===== src/rtl/usb_tx_pkg.sv =====
// usb_tx_pkg: shared constants and FSM state type for the USB transmit encoder
//   PID_*           : handshake / data PID bytes
//   SYNC_BYTE       : SYNC pattern, sent LSB first
//   CRC16_POLY/INIT : CRC16 generator polynomial and seed
//   tx_state_t      : transmit FSM states
package usb_tx_pkg;
    localparam logic [7:0]  PID_ACK    = 8'hD2;
    localparam logic [7:0]  PID_NAK    = 8'h5A;
    localparam logic [7:0]  PID_DATA0  = 8'hC3;
    localparam logic [7:0]  SYNC_BYTE  = 8'h80;
    localparam logic [15:0] CRC16_POLY = 16'h8005;
    localparam logic [15:0] CRC16_INIT = 16'hFFFF;
    typedef enum logic [2:0] {
        ST_IDLE,
        ST_SYNC,
        ST_PID,
        ST_PAYLOAD,
        ST_CRC,
        ST_EOP_SE0,
        ST_EOP_J
    } tx_state_t;
endpackage


===== src/rtl/usb_crc16.sv =====
// usb_crc16: serial CRC16 (x^16+x^15+x^2+1), one data bit per enabled cycle
//   clk, n_rst : clock, asynchronous active-low reset
//   clear      : reseed register with CRC16_INIT
//   shift_en   : absorb bit_in this cycle
//   bit_in     : serial data bit
//   crc        : current CRC register
module usb_crc16
    import usb_tx_pkg::*;
(
    input  logic        clk,
    input  logic        n_rst,
    input  logic        clear,
    input  logic        shift_en,
    input  logic        bit_in,
    output logic [15:0] crc
);
    logic [15:0] crc_q, crc_d;
    always_comb begin
        crc_d = clear    ? CRC16_INIT :
                shift_en ? ({crc_q[14:0], 1'b0} ^ ((bit_in ^ crc_q[15]) ? CRC16_POLY : 16'h0000)) :
                           crc_q;
    end
    always_ff @(posedge clk or negedge n_rst) begin
        if (!n_rst) crc_q <= CRC16_INIT;
        else        crc_q <= crc_d;
    end
    assign crc = crc_q;
endmodule


===== src/rtl/usb_tx_encoder.sv =====
// usb_tx_encoder: USB full-speed ACK/NAK/DATA0 transmitter (SYNC, PID, payload, CRC16, bit stuffing, NRZI, EOP)
//   clk, n_rst              : clock, asynchronous active-low reset
//   transmit_ack/nack       : single-cycle handshake requests (nack wins over ack)
//   host_ready              : single-cycle DATA0 request, captures {7'b0, hash_found} and nonce
//   d_plus, d_minus         : registered USB line pair, J when idle
//   tx_busy, tx_done        : packet in flight / one-cycle completion pulse
module usb_tx_encoder
    import usb_tx_pkg::*;
#(
    parameter int CLKS_PER_BIT = 8
) (
    input  logic        clk,
    input  logic        n_rst,
    input  logic        transmit_ack,
    input  logic        transmit_nack,
    input  logic        host_ready,
    input  logic [31:0] nonce,
    input  logic        hash_found,
    output logic        d_plus,
    output logic        d_minus,
    output logic        tx_busy,
    output logic        tx_done
);
    localparam int DW = (CLKS_PER_BIT > 1) ? $clog2(CLKS_PER_BIT) : 1;
    tx_state_t     state_q, state_d;
    logic [DW-1:0] div_q, div_d;
    logic [2:0]    bit_cnt_q, bit_cnt_d, byte_cnt_q, byte_cnt_d, ones_q, ones_d;
    logic [7:0]    pid_q, pid_d;
    logic [39:0]   payload_q, payload_d;
    logic          d_plus_q, d_plus_d, d_minus_q, d_minus_d;
    logic          tx_busy_q, tx_busy_d, tx_done_q, tx_done_d;
    logic          tick, raw, field_end, crc_clear, crc_shift;
    logic [15:0]   crc;

    usb_crc16 u_crc (
        .clk      (clk),
        .n_rst    (n_rst),
        .clear    (crc_clear),
        .shift_en (crc_shift),
        .bit_in   (payload_q[0]),
        .crc      (crc)
    );

    // In IDLE a request is itself a bit boundary, so the first SYNC bit appears one cycle later.
    assign tick = (state_q == ST_IDLE) ? (transmit_nack | transmit_ack | host_ready)
                                       : (div_q == DW'(CLKS_PER_BIT - 1));
    // CRC goes out complemented, register bit 15 first.
    assign raw = (state_q == ST_SYNC)    ? SYNC_BYTE[bit_cnt_q] :
                 (state_q == ST_PID)     ? pid_q[bit_cnt_q] :
                 (state_q == ST_PAYLOAD) ? payload_q[0] :
                                           ~crc[~{byte_cnt_q[0], bit_cnt_q}];
    assign field_end = (bit_cnt_q == 3'd7) &&
                       ((state_q == ST_PAYLOAD) ? (byte_cnt_q == 3'd4) :
                        (state_q == ST_CRC)     ? (byte_cnt_q == 3'd1) : 1'b1);

    always_comb begin
        state_d    = state_q;
        div_d      = (state_q == ST_IDLE || tick) ? '0 : div_q + 1'b1;
        bit_cnt_d  = bit_cnt_q;
        byte_cnt_d = byte_cnt_q;
        ones_d     = ones_q;
        pid_d      = pid_q;
        payload_d  = payload_q;
        d_plus_d   = d_plus_q;
        d_minus_d  = d_minus_q;
        tx_busy_d  = tx_busy_q;
        tx_done_d  = 1'b0;
        crc_clear  = 1'b0;
        crc_shift  = 1'b0;
        if (tick) begin
            if (state_q == ST_IDLE) begin
                // First SYNC bit is a 0, so the line moves J -> K on acceptance.
                state_d    = ST_SYNC;
                bit_cnt_d  = 3'd1;
                byte_cnt_d = '0;
                ones_d     = '0;
                pid_d      = transmit_nack ? PID_NAK : transmit_ack ? PID_ACK : PID_DATA0;
                payload_d  = (transmit_nack | transmit_ack) ? payload_q : {nonce, 7'b0, hash_found};
                crc_clear  = 1'b1;
                tx_busy_d  = 1'b1;
                d_plus_d   = 1'b0;
                d_minus_d  = 1'b1;
            end else if (ones_q == 3'd6) begin
                // Stuffed 0: the line toggles while shifter, counters and CRC hold.
                ones_d    = '0;
                d_plus_d  = ~d_plus_q;
                d_minus_d = d_plus_q;
            end else if (state_q == ST_EOP_SE0) begin
                ones_d    = '0;
                d_plus_d  = 1'b0;
                d_minus_d = 1'b0;
                bit_cnt_d = (bit_cnt_q == 3'd1) ? 3'd0 : bit_cnt_q + 3'd1;
                state_d   = (bit_cnt_q == 3'd1) ? ST_EOP_J : ST_EOP_SE0;
            end else if (state_q == ST_EOP_J) begin
                // Drive J for one bit time, then return to IDLE on the following boundary.
                d_plus_d  = 1'b1;
                d_minus_d = 1'b0;
                bit_cnt_d = (bit_cnt_q == 3'd1) ? 3'd0 : 3'd1;
                state_d   = (bit_cnt_q == 3'd1) ? ST_IDLE : ST_EOP_J;
                tx_busy_d = (bit_cnt_q != 3'd1);
                tx_done_d = (bit_cnt_q == 3'd1);
            end else begin
                d_plus_d   = raw ? d_plus_q : ~d_plus_q;
                d_minus_d  = raw ? d_minus_q : d_plus_q;
                ones_d     = (raw && state_q != ST_SYNC) ? ones_q + 3'd1 : '0;
                bit_cnt_d  = bit_cnt_q + 3'd1;
                byte_cnt_d = field_end ? '0 : byte_cnt_q + 3'(bit_cnt_q == 3'd7);
                payload_d  = (state_q == ST_PAYLOAD) ? payload_q >> 1 : payload_q;
                crc_shift  = (state_q == ST_PAYLOAD);
                if (field_end)
                    state_d = (state_q == ST_SYNC)    ? ST_PID :
                              (state_q == ST_PID)     ? ((pid_q == PID_DATA0) ? ST_PAYLOAD : ST_EOP_SE0) :
                              (state_q == ST_PAYLOAD) ? ST_CRC : ST_EOP_SE0;
            end
        end
    end

    always_ff @(posedge clk or negedge n_rst) begin
        if (!n_rst) begin
            state_q    <= ST_IDLE;
            div_q      <= '0;
            bit_cnt_q  <= '0;
            byte_cnt_q <= '0;
            ones_q     <= '0;
            pid_q      <= '0;
            payload_q  <= '0;
            d_plus_q   <= 1'b1;
            d_minus_q  <= 1'b0;
            tx_busy_q  <= 1'b0;
            tx_done_q  <= 1'b0;
        end else begin
            state_q    <= state_d;
            div_q      <= div_d;
            bit_cnt_q  <= bit_cnt_d;
            byte_cnt_q <= byte_cnt_d;
            ones_q     <= ones_d;
            pid_q      <= pid_d;
            payload_q  <= payload_d;
            d_plus_q   <= d_plus_d;
            d_minus_q  <= d_minus_d;
            tx_busy_q  <= tx_busy_d;
            tx_done_q  <= tx_done_d;
        end
    end

    assign d_plus  = d_plus_q;
    assign d_minus = d_minus_q;
    assign tx_busy = tx_busy_q;
    assign tx_done = tx_done_q;
endmodule


===== config.mk =====
export PLATFORM = sky130hd
export DESIGN_NAME = usb_tx_encoder
export DESIGN_NICKNAME = d
export VERILOG_FILES = /design/src/rtl/usb_tx_pkg.sv /design/src/rtl/usb_crc16.sv /design/src/rtl/usb_tx_encoder.sv
export SDC_FILE = /design/constraint.sdc
export NUM_CORES = 1
export LEC_CHECK = 0
export ABC_AREA = 1
export BUFFER_PORTS_ARGS = -buffer_cell sky130_fd_sc_hd__buf_2
export CORE_UTILIZATION = 59
export CTS_CLUSTER_SIZE = 25
export DETAILED_ROUTE_END_ITERATION = 16
export GPL_ROUTABILITY_DRIVEN = 0
export PLACE_DENSITY = 0.91
export SYNTH_ARGS = -nofsm -noshare
export SYNTH_HDL_FRONTEND = slang
export SYNTH_SLANG_ARGS = --single-unit

===== constraint.sdc =====
create_clock -name clk -period 3.2 [get_ports clk]
set_input_delay 0.32 -clock clk [delete_from_list [all_inputs] [get_ports clk]]
set_output_delay 0.32 -clock clk [all_outputs]
set_load 0.01 [all_outputs]

# --- Word-level counts from Yosys, hierarchy flattened ---
# Memories as Yosys holds them, arrays and structs flattened.
# Cells that the tools add are included.
word_totals:
  mem_count: 1
  mem_bits_ro: 8
  reg_bits: 83
  wordCells: 139
  ramBits: 0
  latchBits: 0
classes:
  n_lt_le_gt_ge: 2
  div_mod_pow: 0
  n_reduce_logical: 16
  n_bitwise: 7
  mul: 0
  n_addsub: 4
  shift: 0
  mux: 76
  n_eq_ne: 21
mem_list:
  columns: ["memory", "words", "width", "rd", "rd_ports_with_merged_regs", "wr", "line", "text"]
  rows:
  - ["(name not given)", 8, 1, 1, 0, 0, "usb_tx_encoder.sv:48", "assign raw = (state_q == ST_SYNC) ? SYNC_BYTE[bit_cnt_q] :"]
op_table:
  columns: ["op", "n"]
  rows:
  - ["40-bit two-way mux", 6]
  - ["3-bit two-way mux", 25]
  - ["16-bit two-way mux", 3]
  - ["1-bit two-way mux", 37]
  - ["3-bit == test, second input constant", 7]
  - ["16-bit XOR", 1]
  - ["3-bit by 1-bit adder with 3-bit output, second input constant", 3]
  - ["3-bit by 1-bit == test with 1-bit output, second input constant", 3]
  - ["8-bit == test, second input constant", 1]
  - ["8-bit two-way mux", 1]
  - ["2-bit inequality test, second input constant", 4]
  - ["2-bit AND reduction", 4]
  - ["4-bit AND reduction", 2]
  - ["3-bit by 2-bit == test with 1-bit output, second input constant", 2]
  - ["3-bit by 1-bit inequality test with 1-bit output, second input constant", 2]
  - ["6-bit AND reduction", 1]
  - ["2-bit nonzero test", 3]
  - ["4-bit by 5-bit less-than comparator with 1-bit output, second input constant", 1]
  - ["5-bit two-way mux", 1]
  - ["5-bit by 1-bit inequality test with 1-bit output, second input constant", 1]
  - ["1-bit binary-select mux with 4-bit select", 1]
  - ["3-bit by 4-bit less-than comparator with 1-bit output, second input constant", 1]
  - ["4-bit inequality test, second input constant", 1]
  - ["4-bit NOT", 1]
  - ["11 further kinds", 14]

# --- Logic depth before layout (Yosys ltp) ---
# Gate-level depths: netlist (run 1).
depth:
  depth_word: 13
  depth_mapped: 14
  mapped_depth_nobuf: 13

# --- Modules after synthesis ---
# A second synthesis (run 1) with hierarchy kept.
hier_totals:
  cells_unflattened: 499
  area_unflattened_um2: 4204.0
by_module_without_submodules:
  columns: ["mod", "cells_per_inst", "instances", "area_per_inst_um2", "seq_area_each_um2"]
  rows:
  - ["usb_tx_encoder", 431, 1, 3455.8, 1602.8]
  - ["usb_crc16", 68, 1, 748.2, 420.4]

# --- Least setup slack after synthesis (run 1) ---
# No wires, ideal clock.
synth_timing:
  path_kind: "reg-to-reg"
  from: "reg state_q[1]"
  to: "reg payload_q[0]"
  slack_ps: 1345
  setup_time_ps: 119
  synth_period_minus_slack_ps: 1855
  n_path_buf: 1
  arrival_ps: 1736
  path_stages_with_launch: 11
  cell_sequence: "dfrtp_1 nor2_2 nand2_4 nor2_4 a21oi_2 a21oi_4 nand2_2 a21oi_4 buf_6 nand2_1 o21a_1"
synth_via:
  elab_chain_cells: 3
synth_lines:
  columns: ["element", "line", "text"]
  rows:
  - ["start, declared", "usb_tx_encoder.sv:25", "tx_state_t state_q, state_d;"]
  - ["start signal, assigned", "usb_tx_encoder.sv:132", "state_q <= state_d;"]
  - ["3-bit == test (tied with other cells)", "usb_tx_encoder.sv:94", "end else if (state_q == ST_EOP_J) begin"]
  - ["2-bit inequality test (no line) (tied with other cells)", null, null]
  - ["6-bit AND reduction (no line)", null, null]
  - ["end signal, assigned", "usb_tx_encoder.sv:138", "payload_q <= payload_d;"]
  - ["end, declared", "usb_tx_encoder.sv:29", "logic [39:0] payload_q, payload_d;"]
# Parallel ways exist; a longest one is shown, timed or not.
# A chain may end at the register's enable or synchronous reset.

# --- Worst setup path after layout (run 1) ---
layout_timing:
  from: "reg state_q[1]"
  to: "reg payload_q[29]"
# The elaborated chain is that of the path after synthesis.

==> results of run 1 <==
==> area by class of cell <==
type / count / area [um^2] / area share [%]
flip-flops and latches: 80 / 2023 / 44.35
multi-input cells: 304 / 1638 / 35.90
inverters: 93 / 349.1 / 7.652
repair buffers: 44 / 230.2 / 5.047
clock buffers: 9 / 123.9 / 2.715
well taps: 96 / 120.1 / 2.633
clock inverters: 7 / 77.57 / 1.700
==> power by group <==
part           switching (mW)  internal, mW
Sequential             0.0629          1.06
Combinational           0.172         0.111
Clock                   0.399         0.370
Total                   0.634          1.54
==> metal layers <==
layer	up-vias	track usage (%)	share of wire, %
li1	1701	-	-
met1	1625	33.31	44
met2	121	41.02	47
met3	40	4.620	5.1
met4	0	14.55	4.2
met5	-	0	0
==> through the flow <==
step / area (um^2) / instances / worst slack (ns) / total power [mW]
after floorplan: 4135 / 500 / 1.345 / 1.301
after global placement: 4360 / 617 / 0.7153 / 1.398
after detailed placement: 4360 / 617 / 0.5898 / 1.420
after CTS: 4562 / 633 / 0.5209 / 2.187
after global routing: 4562 / 633 / 0.3023 / 2.277
final: 4562 / 633 / 0.5163 / 2.178
==> sequential cells by signal, summed over array words and instances (netlist names) <==
register    cells
ones_q          3
tx_done         1
state_q         3
bit_cnt_q       3
d_minus         1
payload_q      40
byte_cnt_q      3
d_plus          1
u_crc.crc      16
pid_q           5
div_q           3
tx_busy         1
==> cells by family (layout without fill, tap and decap cells) <==
| family | after synthesis | after routing |
|---|---|---|
| muxes | 1 | 1 |
| and+or+nand+nor | 155 | 155 |
| DFF | 80 | 80 |
| adders and majority gates | 9 | 9 |
| AOI/OAI and AO/OA | 135 | 135 |
| buffers and inverters | 116 | 153 |
| xor gates and xnor gates | 4 | 4 |
==> worst reg2reg max path, cell delays in order, from the launching register on <==
cell and delay (ns):
dfrtp_1 0.44, nor2_2 0.20, nand2_4 0.12, nor2_4 0.33, a21oi_2 0.11, a21oi_4 0.24, nand2_2 0.15, a21oi_4 0.13
buf_4 0.54, o211ai_1 0.21, o21ai_0 0.13
==> cell usage after synthesis, types with 2 or more instances <==
cell	number
a31oi_1	2
nand3_1	35
clkbuf_1	13
ha_1	9
o21ai_0	58
o31ai_1	2
buf_6	4
xnor2_1	2
o211ai_1	39
o21ai_1	8
nor3_1	2
a21oi_1	19
clkinv_1	2
o21a_1	2
dfstp_2	17
a21oi_4	2
dfrtp_1	63
xor2_1	2
buf_2	4
nand2_1	91
inv_1	91
nor2_1	19
==> worst paths after layout <==
path / start / end / slack (ns) / cells after the start
worst max-delay path: state_q[1] / payload_q[29] / 0.52 / 10
worst min-delay path: n_rst / payload_q[8] / 0.12 / 1
worst max register to register: state_q[1] / payload_q[29] / 0.52 / 10
worst min register to register: div_q[0] / div_q[0] / 0.46 / 1
max in group asynchronous: n_rst / payload_q[31] / 2.48 / 1
min in group clk: transmit_nack / pid_q[7] / 0.18 / 2
==> metrics.txt, run 1 <==
status=finished clean; max incr delay on CP=0.54 ns; CP cell instances=nor2_2, nand2_4, nor2_4, a21oi_2, a21oi_4, nand2_2, a21oi_4, buf_4, o211ai_1, o21ai_0; post-DR vias/cell=5.509; area leader, netlist=dfrtp_1; DIE AREA=7348 um^2; fmax=372.6 MHz; I/O Buffers=41; Worst Path Max Fanout=80; syn avg cell area=8.270 um^2; layout cell share with drive strength beyond 1=16.01%; Synth Net Count=547; Hold Slack=0.1198 ns; fin crit period=2.684 ns; Cell Area, Synth=4135 um^2; CTS sink cnt=80; P&R area growth vs syn=10.32%; largest family of logic cells by synthesized area=compound AO/OA/AOI/OAI gates; Wirelength per Cell=13.46 um; crit end category=flip-flop; Die H=85.72 um; Tot GR Track Use=25.70%; Setup Viol. Count Final=0; total number of yosys warnings=0; Max Slew Vio Count=0; drt drc=0; cells after synthesis=500; first-pass GRT wire length=14.80 mm; Compound-Gate Fraction of Synth Area=19.76%; top_reg_cell synth=dfrtp_1; Lkg Pwr=2.253 nW; Post-synth ARST share=100.0%; Num CTS Buffers=9; hold buffer count at cts=0; Bufs on Longest Clock Path=2; Hold Crit Class=input port to asynchronous set/reset pin; Worst Tran Pin Value=0.9487 ns; clk_skew=0.007046 ns; vias in the first global route=3397; CP Data Required Time=3.47 ns; area share of and/or/nand/nor cells after synthesis=16.04%; total gr overflow=0; Nets=579; # fillers=538; num ports=42; worst path arrival time=2.95 ns; Top delay family on crit path=simple AND/OR/NAND/NOR gates; Routed WL=8.518 mm; vias=3487; post-synthesis register bit count=80; critical path startpoint category=flip-flop; CTS-repair resized insts=0; num rows=30; post-synthesis adder-cell area fraction=2.723%; RSZ-0062 raised after global routing=false; Worst path most repeated cell=a21oi_4; Worst-Skew Late Latency=0.35 ns; synth top area cells=dfrtp_1, dfstp_2, inv_1; number of antenna-violating nets in the routed design=0; Rel. slew slack=36.76%; synth unique cells=36; xor and xnor area share after synthesis=0.8472%; top cell type's share of synthesized area=38.12%; Peak VDD IR=0.0002949 V; initial antenna violation count=0; diode count=0; Post-DP HPWL=5.651 mm; register area share after synthesis=48.93%; CP Class=flip-flop to flip-flop; first drt pass iteration count=5; Critical-path top delay cell=buf_4; Root Buffer=clkbuf_8; fin crit share=83.87%; Starting Density=60.87%; Chip Width=85.72 um; proportion of synthesized area in mux cells=0.2421%; H-tree depth=3; Setup TNS Final=0 ns; Fin. Hold Viols=0; EDFF count, synth=0; CTS tree=built; final core occ=67.15%; initial detailed-routing violation count=240; commonest cells after routing, fill and taps aside=inv_1, nand2_1, dfrtp_1; Core Footprint=6794 um^2; P per Cell Area=477.4 nW/um^2; Post-CTS Setup Bufs=0; Max-cap violations=0; largest net degree at the start of global routing=81; Worst-path clk slew=0.09 ns; Buf/Inv on CP=1
Power figures use the tool's default switching activity.
==> run 2: changes to the inputs <==
CORE_UTILIZATION = 53   (was 59)
PLACE_DENSITY = 0.87   (was 0.91)
clock period = 2.39 ns   (was 3.2 ns; I/O delays follow)
==> metrics.txt, run 2 (synthesis results as in run 1) <==
status=finished clean; diode count=0; num rows=31; Hold Crit Class=input port to flip-flop; Bufs on Longest Clock Path=2; Peak VDD IR=0.0003850 V; commonest cells after routing, fill and taps aside=inv_1, nand2_1, dfrtp_1; Post-Place Worst Slack=0.2807 ns; Nets=584; fmax=464.5 MHz; CTS tree=built; Num CTS Buffers=9; vias=3470; Register Area=2023 um^2; first-pass GRT wire length=14.92 mm; Root Buffer=clkbuf_8; fin crit period=2.153 ns; Worst Tran Pin Value=0.6484 ns; Lkg Pwr=2.287 nW; num ports=42; Rel. slew slack=56.78%; # fillers=632; CTS sink cnt=80; largest net degree at the start of global routing=81; max incr delay on CP=0.43 ns; crit end category=flip-flop; post-DR vias/cell=5.413; Setup Viol. Count Final=0; clk_skew=0.01022 ns; Chip Width=90.33 um; Core Footprint=7408 um^2; worst path arrival time=2.43 ns; CP Class=flip-flop to flip-flop; RSZ-0062 raised after global routing=false; initial detailed-routing violation count=159; Max-cap violations=0; Max Slew Vio Count=0; Worst path most repeated cell=a21oi_4; CTS-repair resized insts=0; total gr overflow=0; vias in the first global route=3395; H-tree depth=3; Setup TNS Final=0 ns; Wirelength per Cell=12.89 um; I/O Buffers=41; Post-DP HPWL=5.659 mm; Worst Path Max Fanout=80; Worst-Skew Late Latency=0.36 ns; Most flops, register=payload_q; DIE AREA=8160 um^2; Tot GR Track Use=22.58%; Worst-path clk slew=0.08 ns; CP cell instances=nor2_2, nand2_4, nor2_4, a21oi_2, a21oi_4, nand2_2, a21oi_4, buf_12, o211ai_1, o21ai_0; fin crit share=90.08%; Die H=90.33 um; initial antenna violation count=0; Critical-path top delay cell=dfrtp_1; first drt pass iteration count=7; Top delay family on crit path=compound AO/OA/AOI/OAI gates; P per Cell Area=630.2 nW/um^2; max reg flops=40; final worst slack=0.2372 ns; layout cell share with drive strength beyond 1=16.42%; number of antenna-violating nets in the routed design=0; critical path startpoint category=flip-flop; CP Data Required Time=2.66 ns; Multi-input gate area=1638 um^2; Buf/Inv on CP=1; Starting Density=55.82%; P&R area growth vs syn=12.10%; drt drc=0; Fin. Hold Viols=0; Routed WL=8.265 mm
[run 2: changes by cell type in the layout (fill, tap and decap cells not counted), sizes merged]
cell         before  now
buf              44   48
inv              95   91
clkbuf            9   11
clkinv            3    5
dlygate4sd3       0    1
[run 2: final cells by class]
class                   instances  area share (%)
well taps                      99           2.672
flip-flops and latches         80           43.64
clock buffers                  11           3.266
multi-input cells             304           35.33
clock inverters                 5           1.188
repair buffers                 49           6.370
inverters                      93           7.530
[run 2: worst paths after layout]
kind	start	end	slack (ns)	depth (start not counted)
min in group asynchronous	n_rst	bit_cnt_q[2]	0.37	2
worst max register to register	state_q[1]	payload_q[16]	0.24	10
worst max-delay path	state_q[1]	payload_q[16]	0.24	10
max in group asynchronous	n_rst	u_crc.crc[15]	1.38	3
worst min-delay path	transmit_nack	pid_q[7]	0.13	2
worst min register to register	div_q[0]	div_q[0]	0.45	1
[run 2: per-stage QoR]
| step | std cells | hold WS, ns | area (um^2) | utilization, % | power (mW) |
|---|---|---|---|---|---|
| detailed placement | 624 | 0.2288 | 4419 | 59.65 | 1.900 |
| finish | 641 | 0.1284 | 4636 | 62.57 | 2.921 |
| floorplan | 500 | -0.05659 | 4135 | - | 1.741 |
| CTS | 641 | 0.1252 | 4636 | 62.57 | 2.933 |
| global placement | 624 | 0.2245 | 4419 | 59.65 | 1.885 |
| global route | 641 | 0.1492 | 4636 | 62.57 | 3.053 |
[run 2: metal layers]
metal	wire [um]	part of all wire [%]	track usage [%]	vias to the layer above
met5	0	0	0	-
met4	194	2.3	11.02	0
met3	413	5.0	4.125	18
met2	3977	48	36.83	92
met1	3679	45	29.08	1651
li1	-	-	-	1709
[run 2: repair_timing]
action / CTS / global route
setup buffers: 0 / 0
hold buffers: 1 / 0
endpoints found under the hold margin: 28 / 0
[run 2: report_power, final]
part           internal, mW  switching (mW)
registers              1.42          0.0722
logic                 0.158           0.231
clock network         0.536           0.502
==> run 3: changes to the inputs <==
==> constraint.sdc (replaced) <==
create_clock -name clk -period 2.39 [get_ports clk]
set_input_delay 0.478 -clock clk [delete_from_list [all_inputs] [get_ports clk]]
set_output_delay 0.478 -clock clk [all_outputs]
set_load 0.01 [all_outputs]
==> metrics.txt, run 3 (synthesis results as in run 1) <==
status=finished clean; Fin. Hold Viols=0; post-DR vias/cell=5.304; vias=3389; Clock power frac=35.8%; Chip Width=90.33 um; Worst-path clk slew=0.08 ns; Worst Path Max Fanout=80; CTS tree=built; CTS sink cnt=80; # fillers=623; DIE AREA=8160 um^2; initial antenna violation count=0; Peak VDD IR=0.0002513 V; num ports=42; clk_skew=0.009780 ns; Root Buffer=clkbuf_8; initial detailed-routing violation count=212; H-tree depth=3; fmax=466.1 MHz; Tot GR Track Use=22.41%; Wirelength per Cell=13.00 um; Int Pwr=2.122 mW; critical path startpoint category=flip-flop; Setup TNS Final=0 ns; RSZ-0062 raised after global routing=false; dpl cells=623; drt drc=0; Buf/Inv on CP=1; largest net degree at the start of global routing=81; Reg2Reg Setup Slack=0.24 ns; first drt pass iteration count=5; FF-to-FF Start=state_q[1]; max incr delay on CP=0.43 ns; Nets=582; Bufs on Longest Clock Path=2; commonest cells after routing, fill and taps aside=inv_1, nand2_1, dfrtp_1; Design Area, Final=4619 um^2; Lkg Pwr=2.277 nW; Post-CTS Setup Bufs=0; I/O Buffers=41; P per Cell Area=632.4 nW/um^2; fin crit period=2.145 ns; Worst-Skew Late Latency=0.37 ns; R2R cell count=10; CP Class=flip-flop to flip-flop; Setup Viol. Count Final=0; crit end category=flip-flop; Sequential Power Share=51.3%; worst path arrival time=2.42 ns; Post-DP HPWL=5.662 mm; Rel. slew slack=56.76%; Hold Crit Class=input port to asynchronous set/reset pin; Most flops, register=payload_q; CTS-repair resized insts=0; Top delay family on crit path=compound AO/OA/AOI/OAI gates; Critical-path top delay cell=dfrtp_1; final std cells w/o fill=639; Worst Tran Pin Value=0.6486 ns; CP cell instances=nor2_2, nand2_4, nor2_4, a21oi_2, a21oi_4, nand2_2, a21oi_4, buf_12, o211ai_1, o21ai_0; hold buffer count at cts=0; diode count=0; fin crit share=89.76%; num rows=31; vias in the first global route=3273; Sw Ratio=27.38%; Die H=90.33 um; first-pass GRT wire length=14.71 mm; P&R area growth vs syn=11.71%; combinational power share=12.9%; RR Endpoint=payload_q[28]; total gr overflow=0; Cell Area, Placed=4412 um^2; number of antenna-violating nets in the routed design=0; max reg flops=40; layout cell share with drive strength beyond 1=16.11%; Starting Density=55.82%; Sw Pwr=0.7998 mW; Routed WL=8.308 mm; Core Footprint=7408 um^2; Max Slew Vio Count=0; Max-cap violations=0; Worst path most repeated cell=a21oi_4; Num CTS Buffers=9; CP Data Required Time=2.67 ns
run 3: how the worst max path moves through the flow:
stage / end / slack [ns] / cells past startpoint / from
global route: d_minus / 0.03 / 13 / bit_cnt_q[0]
CTS: payload_q[28] / 0.26 / 10 / state_q[1]
floorplan: payload_q[0] / 0.54 / 10 / state_q[1]
finish: payload_q[28] / 0.24 / 10 / state_q[1]
detailed placement: payload_q[28] / 0.28 / 12 / transmit_nack
global placement: payload_q[0] / 0.36 / 10 / state_q[1]
run 3: layout make-up:
class / instances / area (um^2) / area share (%)
clock inverters: 4 / 51.30 / 1.111
flip-flops and latches: 80 / 2023 / 43.80
inverters: 93 / 349.1 / 7.557
well taps: 99 / 123.9 / 2.681
repair buffers: 47 / 277.8 / 6.013
clock buffers: 12 / 156.4 / 3.386
multi-input cells: 304 / 1638 / 35.46
run 3: layer usage:
| layer | vias to the layer above | routed length [um] | track usage (%) |
|---|---|---|---|
| li1 | 1700 | - | - |
| met1 | 1563 | 3693 | 29.04 |
| met2 | 103 | 3949 | 36.64 |
| met3 | 23 | 436 | 4.209 |
| met4 | 0 | 229 | 10.08 |
| met5 | - | 0 | 0 |
run 3: power by group through the flow:
| stage | combinational [mW] | sequential [mW] | clock (mW) |
|---|---|---|---|
| floorplan | 0.237 | 1.50 | 0 |
| global placement | 0.356 | 1.52 | 0 |
| detailed placement | 0.376 | 1.52 | 0 |
| CTS | 0.377 | 1.50 | 1.06 |
| global route | 0.432 | 1.51 | 1.11 |
| finish | 0.376 | 1.50 | 1.05 |
run 3: metrics by stage:
step	power (mW)	setup slack (ns)	hold slack, ns	util (%)
2_1_floorplan	1.741	0.5352	0.1824	-
3_3_place_gp	1.874	0.3565	0.4212	59.55
3_5_place_dp	1.899	0.2808	0.4481	59.55
4_1_cts	2.934	0.2576	0.1302	62.35
5_1_grt	3.048	0.02595	0.1650	62.35
6_report	2.921	0.2447	0.1111	62.35
